[config.mk]
export PLATFORM = sky130hd
export DESIGN_NAME = reg_file
export DESIGN_NICKNAME = d
export VERILOG_FILES = /design/src/rtl/reg_file_pkg.sv /design/src/rtl/reg_file.sv
export SDC_FILE = /design/constraint.sdc
export NUM_CORES = 2
export LEC_CHECK = 0
export ABC_CLOCK_PERIOD_IN_PS = 2600
export BUFFER_PORTS_ARGS = -buffer_cell sky130_fd_sc_hd__buf_4
export CORE_UTILIZATION = 35
export CTS_CLUSTER_SIZE = 12
export DETAILED_ROUTE_END_ITERATION = 10
export GPL_TIMING_DRIVEN = 0
export SETUP_SLACK_MARGIN = 0.05
export SYNTH_ARGS = -nofsm -noshare
export SYNTH_HDL_FRONTEND = slang
export SYNTH_SLANG_ARGS = --single-unit
export TNS_END_PERCENT = 30
[constraint.sdc]
create_clock -name Clk -period 2.6 [get_ports Clk]
set_clock_uncertainty 0.15 [all_clocks]
set_input_delay 0.13 -clock Clk [delete_from_list [all_inputs] [get_ports Clk]]
set_output_delay 0.13 -clock Clk [all_outputs]
set_load 0.03 [all_outputs]
[src/rtl/reg_file_pkg.sv]
// Shared pipeline constants for the register file: widths, register count
// and the index of the hardwired zero register.
package reg_file_pkg;

    localparam int DATA_W   = 32;
    localparam int ADDR_W   = 5;
    localparam int NUM_REGS = 2 ** ADDR_W;
    localparam int REG_ZERO = 0;
    localparam int WCNT_W   = 16;

endpackage : reg_file_pkg

[src/rtl/reg_file.sv]
// 32-entry register file: two combinational read ports with WB->ID bypass,
// one write port, r0 hardwired to zero, and a committed-write debug counter.
module reg_file
    import reg_file_pkg::*;
#(
    parameter int DATA_W = reg_file_pkg::DATA_W,
    parameter int ADDR_W = reg_file_pkg::ADDR_W
) (
    input  logic              Clk,
    input  logic              Reset,
    input  logic              RegWriteIn,
    input  logic [ADDR_W-1:0] WriteRegIn,
    input  logic [DATA_W-1:0] WriteDataIn,
    input  logic [ADDR_W-1:0] ReadReg1In,
    input  logic [ADDR_W-1:0] ReadReg2In,
    output logic [DATA_W-1:0] ReadData1Out,
    output logic [DATA_W-1:0] ReadData2Out,
    output logic [WCNT_W-1:0] WriteCountOut
);

    localparam int               NREGS = 2 ** ADDR_W;
    localparam logic [ADDR_W-1:0] ZERO_IDX = ADDR_W'(REG_ZERO);

    logic [DATA_W-1:0] regs_q [NREGS];
    logic [DATA_W-1:0] regs_d [NREGS];
    logic [WCNT_W-1:0] write_count_q;
    logic [WCNT_W-1:0] write_count_d;
    logic              wr_commit;

    // A write only takes effect outside reset and never targets r0.
    assign wr_commit = !Reset && RegWriteIn && (WriteRegIn != ZERO_IDX);

    function automatic logic bypass_hit(input logic                commit,
                                        input logic [ADDR_W-1:0] wr_idx,
                                        input logic [ADDR_W-1:0] rd_idx);
        return commit && (wr_idx == rd_idx);
    endfunction

    always_comb begin
        regs_d        = regs_q;
        write_count_d = write_count_q;
        if (wr_commit) begin
            regs_d[WriteRegIn] = WriteDataIn;
            write_count_d      = write_count_q + 1'b1;
        end
    end

    always_ff @(posedge Clk) begin
        if (Reset) begin
            for (int i = 0; i < NREGS; i++) begin
                regs_q[i] <= '0;
            end
            write_count_q <= '0;
        end else begin
            regs_q        <= regs_d;
            write_count_q <= write_count_d;
        end
    end

    // r0 is forced to zero on read as well, so it never shows bypassed data.
    always_comb begin
        ReadData1Out = '0;
        ReadData2Out = '0;
        if (!Reset && (ReadReg1In != ZERO_IDX)) begin
            ReadData1Out = bypass_hit(wr_commit, WriteRegIn, ReadReg1In) ? WriteDataIn
                                                                          : regs_q[ReadReg1In];
        end
        if (!Reset && (ReadReg2In != ZERO_IDX)) begin
            ReadData2Out = bypass_hit(wr_commit, WriteRegIn, ReadReg2In) ? WriteDataIn
                                                                          : regs_q[ReadReg2In];
        end
    end

    assign WriteCountOut = write_count_q;

endmodule : reg_file

==> results.py <==
metrics = {
    "place": {
        "port_buffers": 86,
        "dp_hpwl_um": 199000,
        "place_ws_ns": -2.12,
        "place_congestion": 1.11,
    },
    "timing": {
        "setup_tns_ns": -38.94,
        "rsz0062_at_grt": "yes",
        "max_freq_ghz": 0.313,
        "hold_viol": 0,
        "setup_ws_ns": -0.596,
        "setup_viol": 168,
        "tightest_slew_ns": 1.52,
        "final_max_slew_viol_count": 11,
        "holdWs_ns": 0.0906,
        "fin_crit_ns": 3.20,
        "timing.final.crit_share_pct": 123,
        "relSlewSlack_pct": -1.65,
    },
    "global_route": {
        "grt_pass1_wl_um": 364000,
        "track_usage_pct": 33.4,
        "grt_pass1_vias": 48600,
        "antenna_found_initial": 9,
        "grt_max_degree": 16,
        "grt_remaining_overflow": 0,
    },
    "finish": {
        "drive_gt1_share_pct": 20.0,
        "finish.utilization_pct": 42.3,
        "syn_to_final_growth_pct": 19.2,
        "nets": 6444,
    },
    "logic_synthesis": {
        "synth-seq-cells": 1040,
        "avgSynthCellArea_um2": 8.70,
        "synth-warning-count": 0,
        "ys.flop_type": "dfxtp_1",
        "syn_area_um2": 53400,
        "synth_nets": 6193,
        "synth.most_common_cell": "nand2_1",
        "synthCells": 6142,
        "synth_top_area_share_pct": 39.0,
        "ys_seq_area_share_pct": 39.0,
        "synth_top_area_cell": "dfxtp_1",
        "ys_async_sr_fraction_pct": 0,
        "synth_area_leaders": "dfxtp_1 39%, mux4_2 16%, nand2_1 14%, a21oi_1 9.9%, mux2i_1 6.6%",
        "synth-edff-count": 0,
        "synth.distinct_cells": 47,
        "ys_top_cells_by_count": "1957 x nand2_1, 1057 x a21oi_1, 1040 x dfxtp_1, 459 x clkbuf_1, 384 x mux4_2",
    },
    "die": {
        "dieArea_um2": 154000,
        "fp.dieW_um": 393,
        "io_pins": 130,
        "die_y_um": 393,
        "num_rows": 142,
        "coreArea_um2": 151000,
        "initial_utilization_pct": 35.4,
    },
    "routing": {
        "first_pass_iters": 8,
        "drt_iter0_markers": 7683,
        "routed_wl_um": 263000,
        "wl_met2_um": 109000,
        "wl_per_cell_um": 30.9,
        "drtAntennaViolNets": 0,
        "vias_per_cell": 6.16,
        "highest_layer": "met5",
        "num_vias": 52300,
        "met1_length_um": 97200,
        "wl_met3_um": 29600,
        "drc_errors": 0,
    },
    "worst_setup_path": {
        "cp.required_ns": 2.32,
        "critical_path_class": "reg -> out",
        "cp_max_fo": 3,
        "r2r-start": "WriteCountOut[0]$_SDFFE_PP0P_",
        "end_kind": "output port",
        "endpoint": "ReadData2Out[3]",
        "crit_path_start_kind": "flop",
        "arrival_ns": 2.92,
        "cp-startpoint": "regs_q[899]$_SDFFE_PP0P_",
        "r2r_setup_slack_ns": 0.93,
        "worstReg2RegEnd": "WriteCountOut[14]$_SDFFE_PP0P_",
        "ff2ff_path_depth": 6,
    },
    "worst_hold_path": {
        "hp-class": "in -> reg",
        "whs_path_depth": 6,
    },
    "cts": {
        "clk_pin_slew_ns": 0.06,
        "tritoncts": "done",
        "clock_sinks": 1040,
        "clockBufferDepth": 3,
        "clk-insertion-delay-late_ns": 0.78,
        "root_buffer": "clkbuf_16",
        "htreeDepth": 3,
        "cts_buffers": 114,
    },
    "status": {
        "status": "finished with violations",
        "violations": "max-capacitance violations, max-slew violations, negative setup slack",
    },
    "flow_run": {
        "cap_violations": 1,
    },
    "power_and_ir_drop": {
        "pwr_density_cell_nw_per_um2": 576,
        "cellLeakagePower_uw": 0.0205,
        "peakVddDrop_mv": 0.525,
    },
}
==> placed cells by master, fill, tap and decap left out, types with 65 or more instances in the layout <==
cell,instances
clkbuf_1,403
buf_6,80
mux2i_1,310
clkbuf_2,95
a21oi_1,1037
nand2_1,1957
buf_2,70
dfxtp_2,65
clkbuf_16,116
buf_4,92
mux4_2,384
a221oi_1,80
nor2_1,66
dfxtp_1,974
==> worst max-delay path, stage by stage (launching register included) <==
cell and delay, ns:
dfxtp_2 0.32, mux4_2 0.47, nor2b_2 0.19, a211oi_4 0.51, a21oi_1 0.08, a221o_1 0.40
buf_6 0.17
==> how the worst min path moves through the flow <==
stage / endpoint / slack (ns) / start
2_1_floorplan: WriteCountOut[1]$_SDFFE_PP0P_ / 0.21 / RegWriteIn
3_3_place_gp: regs_q[973]$_SDFFE_PP0P_ / 0.30 / regs_q[973]$_SDFFE_PP0P_
3_5_place_dp: regs_q[961]$_SDFFE_PP0P_ / 0.31 / regs_q[961]$_SDFFE_PP0P_
4_1_cts: regs_q[415]$_SDFFE_PP0P_ / 0.01 / Reset
5_1_grt: regs_q[864]$_SDFFE_PP0P_ / 0.10 / WriteRegIn[4]
6_report: WriteCountOut[9]$_SDFFE_PP0P_ / 0.09 / WriteRegIn[4]
==> power by group <==
part / internal (µW) / switching [µW] / total [µW] / leakage, µW
Clock: 9090 / 7180 / 16300 / 0.00177
Sequential: 16000 / 53.0 / 16100 / 0.00841
Combinational: 1170 / 3180 / 4350 / 0.0103
Total: 26300 / 10400 / 36700 / 0.0205
==> routing by layer <==
metal | vias up | GRT usage, %
li1 | 22100 | -
met1 | 25800 | 41.7
met2 | 3558 | 47.4
met3 | 852 | 8.23
met4 | 16 | 29.7
met5 | - | 0.319
==> sequential cells by signal, summed over array words and instances (netlist names) <==
register and cells:
regs_q 1024, WriteCountOut 16
==> layout make-up <==
cell class	instances	area, µm²
Buffer	667	3300
Sequential cell	1040	20900
Clock buffer	173	3350
Fill cell	15000	87000
Antenna cell	5	12.5
Clock inverter	25	241
Timing Repair Buffer	135	1350
Multi-Input combinational cell	4432	32000
Inverter	3	11.3
Tap cell	2016	2520
==> cell families after synthesis <==
kind of cell / after synthesis / synth area share [%]
xor+xnor: 25 / 0.410
fa+ha+maj: 1 / 0.0234
flops: 1040 / 39.0
buf+inv: 670 / 5.19
compound gates: 1481 / 16.5
mux: 736 / 22.8
simple gates: 2189 / 16.2
==> timing repair <==
| action | CTS | global route |
|---|---|---|
| pin swaps | 137 | 54 |
| buffers inserted | 4 | 7 |
| hold buffers | 36 | 0 |
| resized for setup | 677 | 167 |
| hold endpoints to repair | 289 | 0 |
| setup endpoints to repair | 764 | 388 |
==> stage by stage <==
| stage | cell area, µm² | instances | total power, µW |
|---|---|---|---|
| finish | 63700 | 8496 | 36700 |
| global route | 63700 | 8491 | 37300 |
| CTS | 63200 | 8484 | 36400 |
| detailed placement | 56600 | 8246 | 20100 |
| global placement | 56600 | 8244 | 20100 |
| floorplan | 53400 | 6142 | 18400 |
No activity file was read; power rests on OpenSTA's default activity.
